### src/rtl/mux7_rr_arbiter.sv
`default_nettype none
// ============================================================================
// Module   : mux7_rr_arbiter
// Function : Round-robin arbiter driving the select of a 7-input 24-bit mux.
//            Optional hold-time limit enabled by defining ARB_TIMEOUT_EN.
// Revision : 1.0 - initial release
// ============================================================================
module mux7_rr_arbiter #(
  parameter int unsigned MAX_HOLD = 16
) (
  input  logic       clk,
  input  logic       rst,
  input  logic [6:0] req,
  input  logic       done,
  output logic [6:0] gnt,
  output logic [2:0] sel,
  output logic       busy,
  output logic       timeout
);

  typedef enum logic [0:0] {
    ST_IDLE  = 1'b0,
    ST_GRANT = 1'b1
  } state_t;

  // Returns {found, index}: first set request at or after base, wrapping 6->0.
  function automatic logic [3:0] f_arbitrate(input logic [6:0] r, input logic [2:0] base);
    logic [3:0] res;
    logic [3:0] sum;
    logic [2:0] idx;
    res = 4'b0000;
    for (int k = 6; k >= 0; k--) begin
      sum = {1'b0, base} + 4'(k);
      idx = (sum >= 4'd7) ? 3'(sum - 4'd7) : sum[2:0];
      if (r[idx]) res = {1'b1, idx};
    end
    return res;
  endfunction

  function automatic logic [2:0] f_next_idx(input logic [2:0] i);
    return (i >= 3'd6) ? 3'd0 : i + 3'd1;
  endfunction

  state_t     r_state;
  state_t     w_state_nxt;
  logic [2:0] r_ptr;
  logic [2:0] w_ptr_nxt;
  logic [6:0] r_gnt;
  logic [6:0] w_gnt_nxt;
  logic [2:0] r_sel;
  logic [2:0] w_sel_nxt;
  logic       w_to_nxt;

  logic       w_norm_rel;
  logic       w_force;
  logic       w_release;
  logic [2:0] w_base;
  logic [3:0] w_arb;

  // The owner index is carried by r_sel: whenever a grant is active they match.
  assign w_norm_rel = done | ~req[r_sel];
  assign w_release  = (r_state == ST_GRANT) & (w_norm_rel | w_force);
  assign w_base     = (r_state == ST_GRANT) ? f_next_idx(r_sel) : r_ptr;
  assign w_arb      = f_arbitrate(req, w_base);

`ifdef ARB_TIMEOUT_EN
  localparam logic [7:0] c_max_hold = 8'(MAX_HOLD);

  logic [7:0] r_cnt;
  logic       r_timeout;
  logic       w_load;

  assign w_force = (r_state == ST_GRANT) & (r_cnt == c_max_hold) & ~w_norm_rel;
  assign w_load  = w_arb[3] & ((r_state == ST_IDLE) | w_release);

  always_ff @(posedge clk or posedge rst) begin
    if (rst) begin
      r_cnt     <= 8'd0;
      r_timeout <= 1'b0;
    end else begin
      r_timeout <= w_to_nxt;
      if (w_load) begin
        r_cnt <= 8'd1;
      end else if (r_state == ST_GRANT) begin
        r_cnt <= (w_state_nxt == ST_IDLE) ? 8'd0 : r_cnt + 8'd1;
      end
    end
  end

  assign timeout = r_timeout;
`else
  assign w_force = 1'b0;
  assign timeout = 1'b0;
`endif

  always_comb begin
    w_state_nxt = r_state;
    w_ptr_nxt   = r_ptr;
    w_gnt_nxt   = r_gnt;
    w_sel_nxt   = r_sel;
    w_to_nxt    = 1'b0;
    case (r_state)
      ST_IDLE: begin
        if (w_arb[3]) begin
          w_state_nxt = ST_GRANT;
          w_gnt_nxt   = 7'd1 << w_arb[2:0];
          w_sel_nxt   = w_arb[2:0];
        end
      end
      ST_GRANT: begin
        if (w_release) begin
          w_ptr_nxt = w_base;
          w_to_nxt  = w_force;
          if (w_arb[3]) begin
            w_gnt_nxt = 7'd1 << w_arb[2:0];
            w_sel_nxt = w_arb[2:0];
          end else begin
            // Select holds its last value so the mux output stays stable.
            w_state_nxt = ST_IDLE;
            w_gnt_nxt   = 7'd0;
          end
        end
      end
      default: begin
        w_state_nxt = ST_IDLE;
        w_gnt_nxt   = 7'd0;
      end
    endcase
  end

  always_ff @(posedge clk or posedge rst) begin
    if (rst) begin
      r_state <= ST_IDLE;
      r_ptr   <= 3'd0;
      r_gnt   <= 7'd0;
      r_sel   <= 3'd0;
    end else begin
      r_state <= w_state_nxt;
      r_ptr   <= w_ptr_nxt;
      r_gnt   <= w_gnt_nxt;
      r_sel   <= w_sel_nxt;
    end
  end

  assign gnt  = r_gnt;
  assign sel  = r_sel;
  assign busy = |r_gnt;

endmodule
`default_nettype wire

### config.mk
export PLATFORM = sky130hd
export DESIGN_NAME = mux7_rr_arbiter
export DESIGN_NICKNAME = d
export VERILOG_FILES = /design/src/rtl/mux7_rr_arbiter.sv
export SDC_FILE = /design/constraint.sdc
export NUM_CORES = 1
export LEC_CHECK = 0
export BUFFER_PORTS_ARGS = -buffer_cell sky130_fd_sc_hd__buf_2
export CAP_MARGIN = 5
export CELL_PAD_IN_SITES_DETAIL_PLACEMENT = 1
export CELL_PAD_IN_SITES_GLOBAL_PLACEMENT = 1
export CORE_MARGIN = 5
export CORE_UTILIZATION = 45
export DETAILED_ROUTE_END_ITERATION = 8
export PLACE_DENSITY = 0.93
export SKIP_LAST_GASP = 1
export SYNTH_ARGS = -nofsm -noshare
export SYNTH_HDL_FRONTEND = slang
export SYNTH_SLANG_ARGS = --single-unit
### constraint.sdc
create_clock -name clk -period 5.5 [get_ports clk]
set_clock_uncertainty 0.2 [all_clocks]
set_input_delay 1.1 -clock clk [delete_from_list [all_inputs] [get_ports clk]]
set_output_delay 1.1 -clock clk [all_outputs]
set_load 0.05 [all_outputs]
== Word level (Yosys, flattened, before mapping) ==
Cells that the tools add are included.
Storage, ports and cells
  flip-flop bits (word level): 14
  bits in latches: 0
  RAM bits: 0
  ROM bits: 0
  input port bits: 10
  output and inout bits: 12
  logic and storage cells: 86
  memories kept: 0
Cells by class
  $add $sub $neg: 14
  $mul: 0
  div/mod/pow operators: 0
  $lt $le $gt $ge: 16
  eq/ne operators: 2
  shift-type cells: 1
  muxes and demuxes: 42
  bitwise operators: 4
  reductions and logical operators: 3
Operators by type and width (number)
  3-bit 2-to-1 mux: 11
  3-bit by 4-bit < comparator with 1-bit output, second input constant: 8
  4-bit 2-to-1 mux: 7
  1-bit binary-select mux with 3-bit select: 8
  4-bit by 3-bit greater-or-equal comparator with 1-bit output, second input constant: 6
  7-bit 2-to-1 mux: 3
  3-bit subtractor, second input constant: 7
  7-bit one-hot mux with 2 select lines: 1
  3-bit by 3-bit adder with 4-bit output, second input constant: 3
  1-bit 2-to-1 mux: 10
  3-bit by 2-bit adder with 4-bit output, second input constant: 2
  7-bit OR reduction: 1
  1-bit by 3-bit left shift with 7-bit output, first input constant: 1
  3-bit greater-or-equal comparator, second input constant: 2
  3-bit one-hot mux with 2 select lines: 1
  3-bit by 1-bit adder with 4-bit output, second input constant: 1
  2-bit AND reduction: 2
  3-bit by 1-bit adder with 3-bit output, second input constant: 1
  2-bit by 1-bit inequality test with 1-bit output, second input constant: 1
  2-bit inequality test, second input constant: 1
  1-bit NOT: 2
  1-bit one-hot mux with 2 select lines: 1
  1-bit bitwise AND: 1
  1-bit bitwise OR: 1

== Depth between registers and ports, before layout ==
  depth in word-level cells: 19
  mapped depth: 20
  gate-level depth less buffers: 17

== Worst setup path after synthesis ==
No wires, ideal clock.
  path kind: reg-to-reg
  from: register r_sel[0] (netlist: sel[0])
  to: register r_gnt[5] (netlist: gnt[5])
  library setup time: 0.096 ns
  arrival: 4.801 ns
  data required time: 5.204 ns
  slack: 0.403 ns
  cell stages (with the launch flop): 19
  cells stage by stage: dfrtp_1 ha_1 a21boi_1 a21oi_1 inv_2 buf_2 ha_1 ha_1 nor2b_1 a21o_1 or4_1 a21o_1 and4_1 nor3_1 nand2_1 o41ai_2 buf_2 nand3_1 o31ai_1
On the way
  longest elaborated chain between the ends: 19
  elaborated cells on any way between the ends: 65
  those cells by class: add/sub: 14; order compare: 8; eq/ne: 2; shift: 1; mux: 36; bitwise: 3; reduce/logical: 1
RTL lines
  from (decl): RTL line 50  | logic [2:0] r_sel;
  from (signal assigned): RTL line 141  | r_sel <= w_sel_nxt;
  3-bit by 1-bit adder with 3-bit output / 3-bit greater-or-equal comparator (equally long branches): RTL line 41  | return (i >= 3'd6) ? 3'd0 : i + 3'd1;
  3-bit 2-to-1 mux (*): RTL line 41
  3-bit 2-to-1 mux (*): RTL line 63  | assign w_base = (r_state == ST_GRANT) ? f_next_idx(r_sel) : r_ptr;
  net w_base[1]: RTL line 57  | logic [2:0] w_base;
  3-bit by 3-bit adder with 4-bit output: RTL line 33  | sum = {1'b0, base} + 4'(k);
  4-bit by 3-bit greater-or-equal comparator with 1-bit output / 3-bit subtractor (equally long branches): RTL line 34  | idx = (sum >= 4'd7) ? 3'(sum - 4'd7) : sum[2:0];
  3-bit 2-to-1 mux: RTL line 34
  1-bit binary-select mux with 3-bit select: RTL line 35  | if (r[idx]) res = {1'b1, idx};
  1-bit 2-to-1 mux (implied by the code): RTL line 35
  4-bit 2-to-1 mux (6 in series): RTL line 35
  4-bit 2-to-1 mux (*): RTL line 35
  1-bit by 3-bit left shift with 7-bit output: RTL line 106, 115
  7-bit 2-to-1 mux: RTL line 114  | if (w_arb[3]) begin
  7-bit 2-to-1 mux: RTL line 111  | if (w_release) begin
  7-bit one-hot mux with 2 select lines: RTL line 102  | case (r_state)
  to (signal assigned): RTL line 140  | r_gnt <= w_gnt_nxt;
  to (decl): RTL line 48  | logic [6:0] r_gnt;
The timed path passes the listed nets; every way through them passes the cells marked *. The select of a mux whose other input is x is not followed.
A chain may end at the register's enable or synchronous reset.

== Worst setup path in the final report ==
  from: register r_sel[1] (netlist: sel[1])
  to: register r_gnt[1] (netlist: gnt[1])
The elaborated chain is that of the path after synthesis.

==> reports/results.tsv <==
metric	value	unit
Final Instance Area	2690	um^2
CTS resizes	0	
status	finished, final reports clean	
CP Data Required Time	5.43	ns
DIE AREA	7040	um^2
Vias/cell	7.30	
post-CTS setup buffer count	0	
final hold vios	0	
Post-synth ARST share	1.00	
total CTS buffers	3	
Tightest Pin Transition	0.823	ns
root buf cell	clkbuf_8	
Syn Area/Cell	7.50	um^2
top cells by area, synth	dfrtp_1, ha_1, nand2_1	
EDFF count, synth	0	
nets@finish	360	
Final ANT Viol Nets	0	
Clock Latency Late Sink	0.25	ns
vias in the first global route	2889	
fin cells	409	
maxcap violations	0	
die width	83.9	um
post-synth top area share	0.142	
slew margin rel.	0.449	
Mapped Area	2460	um^2
Chip Height	83.9	um
Clock Path Buffers	2	
Core Area	5410	um^2
drt first pass iters	5	
DRC marker count from the first detailed-route iteration	347	
GRT Overall Usage	0.269	
Yosys reg bits	14	
DP HPWL	7130	um
Hold Crit Class	reg -> reg	
Synthesis Warnings	0	
GPL Wtd Cong	0.988	
Setup-failing EPs final	0	
PnR worst setup slack	0.272	ns
hold_buf cts	0	
dpl ws	0.110	ns
register area share after synthesis	0.142	
CTS tree	done	
Mapped Nets	350	
CP Capture Type	flip-flop	
Initial Util	0.455	
Final Cycle Share	0.951	
Placed Instances	405	
wire per inst	23.9	um
Unique masters post-synth	71	
clock-pin slew on the worst setup and hold paths	0.06	ns
largest net degree at the start of global routing	31	
final hold slack	0.330	ns
n_diodes	0	
Layout Area Growth over Synthesis	9.52	%
I/O Buffers	20	
min cycle time layout	5.23	ns
worst-path fanout max	16	
io pins	22	
vias after detailed routing	2984	
WL final	9760	um
initial antenna violation count	0	
clock sinks	14	
GRT overflow	0	
Mapped Cells	328	
fraction of layout cells with a size suffix above 1	0.196	
Setup Crit Path Kind	reg -> reg	
Max H-tree Level	1	
Slew Limit Fails	0	
global-route wire length before repair	15400	um
Max Freq	0.191	GHz
crit start category	flip-flop	
most common flop cell mapped by yosys	dfrtp_1	
row count	27	
post-synth top area cell	dfrtp_1	
Critical Path AT	5.16	ns
# DRC	0	
placed instance area	2610	um^2
==> layer usage <==
metal | GRT usage | part of all wire | up-vias
met5 | 0 | 0 | -
met4 | 0.140 | 0.058 | 0
met3 | 0.0424 | 0.098 | 55
met2 | 0.416 | 0.45 | 244
met1 | 0.359 | 0.39 | 1400
li1 | - | - | 1285
==> metrics by stage <==
step,utilization,TNS [ns]
detailed placement,0.482,0
finish,0.498,0
global placement,0.482,0
floorplan,-,0
CTS,0.492,0
global route,0.498,-0.0493
==> layout make-up <==
type / count / area (um^2)
Timing Repair Buffer: 28 / 160
Multi-Input combinational cell: 272 / 1960
Inverter: 19 / 72.6
Tap cell: 72 / 90.1
Fill cell: 695 / 2710
Sequential cell: 14 / 352
Clock buffer: 4 / 55.1
==> cell families (layout without fill, tap and decap cells) <==
family / Yosys count / count (layout) / synth area share
multiplexers: 20 / 20 / 0.102
AND/OR/NAND/NOR: 110 / 110 / 0.224
adder cells (fa/ha/maj): 12 / 12 / 0.0641
XOR/XNOR: 2 / 2 / 0.00713
buffers and inverters: 42 / 51 / 0.0728
flip-flops: 14 / 14 / 0.142
other: 1 / 1 / 0.00153
AO/OA/AOI/OAI: 127 / 127 / 0.386
==> synthesized netlist by cell type, types with 7 or more instances <==
master    count
nor2_1       21
o21ai_0      13
nand3_1      15
o211ai_1      8
a211oi_1     10
clkbuf_1     10
ha_1         11
inv_1        15
dfrtp_1      14
mux2i_1      10
buf_2        10
nand2_1      31
nor3_1        7
a21oi_1      18
o31ai_1       8
==> cells in the final DEF, fill, tap and decap left out, drive strengths merged, types with 6 or more instances in the layout <==
master and count:
o21ai 13, nand2b 6, nand3 15, nand2 33
o211ai 8, a211oi 10, buf 28, mux2i 10
o31ai 8, a21oi 20, ha 11, dfrtp 14
mux2 7, nor3 7, nor2 21, inv 17
==> sequential cells by signal, summed over array words and instances (netlist names) <==
name and cells:
r_ptr 3, gnt 7, r_state 1, sel 3
==> critical path, cell delays in order (launching register included) <==
cell and delay [ns]:
dfrtp_1 0.55, ha_1 0.25, or3b_4 0.16, nand2_2 0.06, o21bai_2 0.32, clkinv_2 0.28
ha_1 0.50, nor2b_1 0.13, a21o_1 0.21, or4_1 0.57, a21o_1 0.24, and4_1 0.22
nor3_2 0.32, nand2_1 0.17, o41ai_2 0.31, buf_4 0.27, o21bai_1 0.21, o31ai_1 0.13
==> final timing paths <==
path	from	end	slack (ns)	cells past startpoint
setup / recovery	sel[1]	gnt[1]	0.27	17
hold / removal	r_ptr[1]	r_ptr[1]	0.33	1
setup reg to reg	sel[1]	gnt[1]	0.27	17
max in group asynchronous	rst	r_state	4.00	2
hold reg to reg	r_ptr[1]	r_ptr[1]	0.33	1
min in group asynchronous	rst	r_ptr[0]	0.70	2
Power is not shown: default switching activity piles up to over one toggle a cycle in this logic, so the estimate is an artifact.
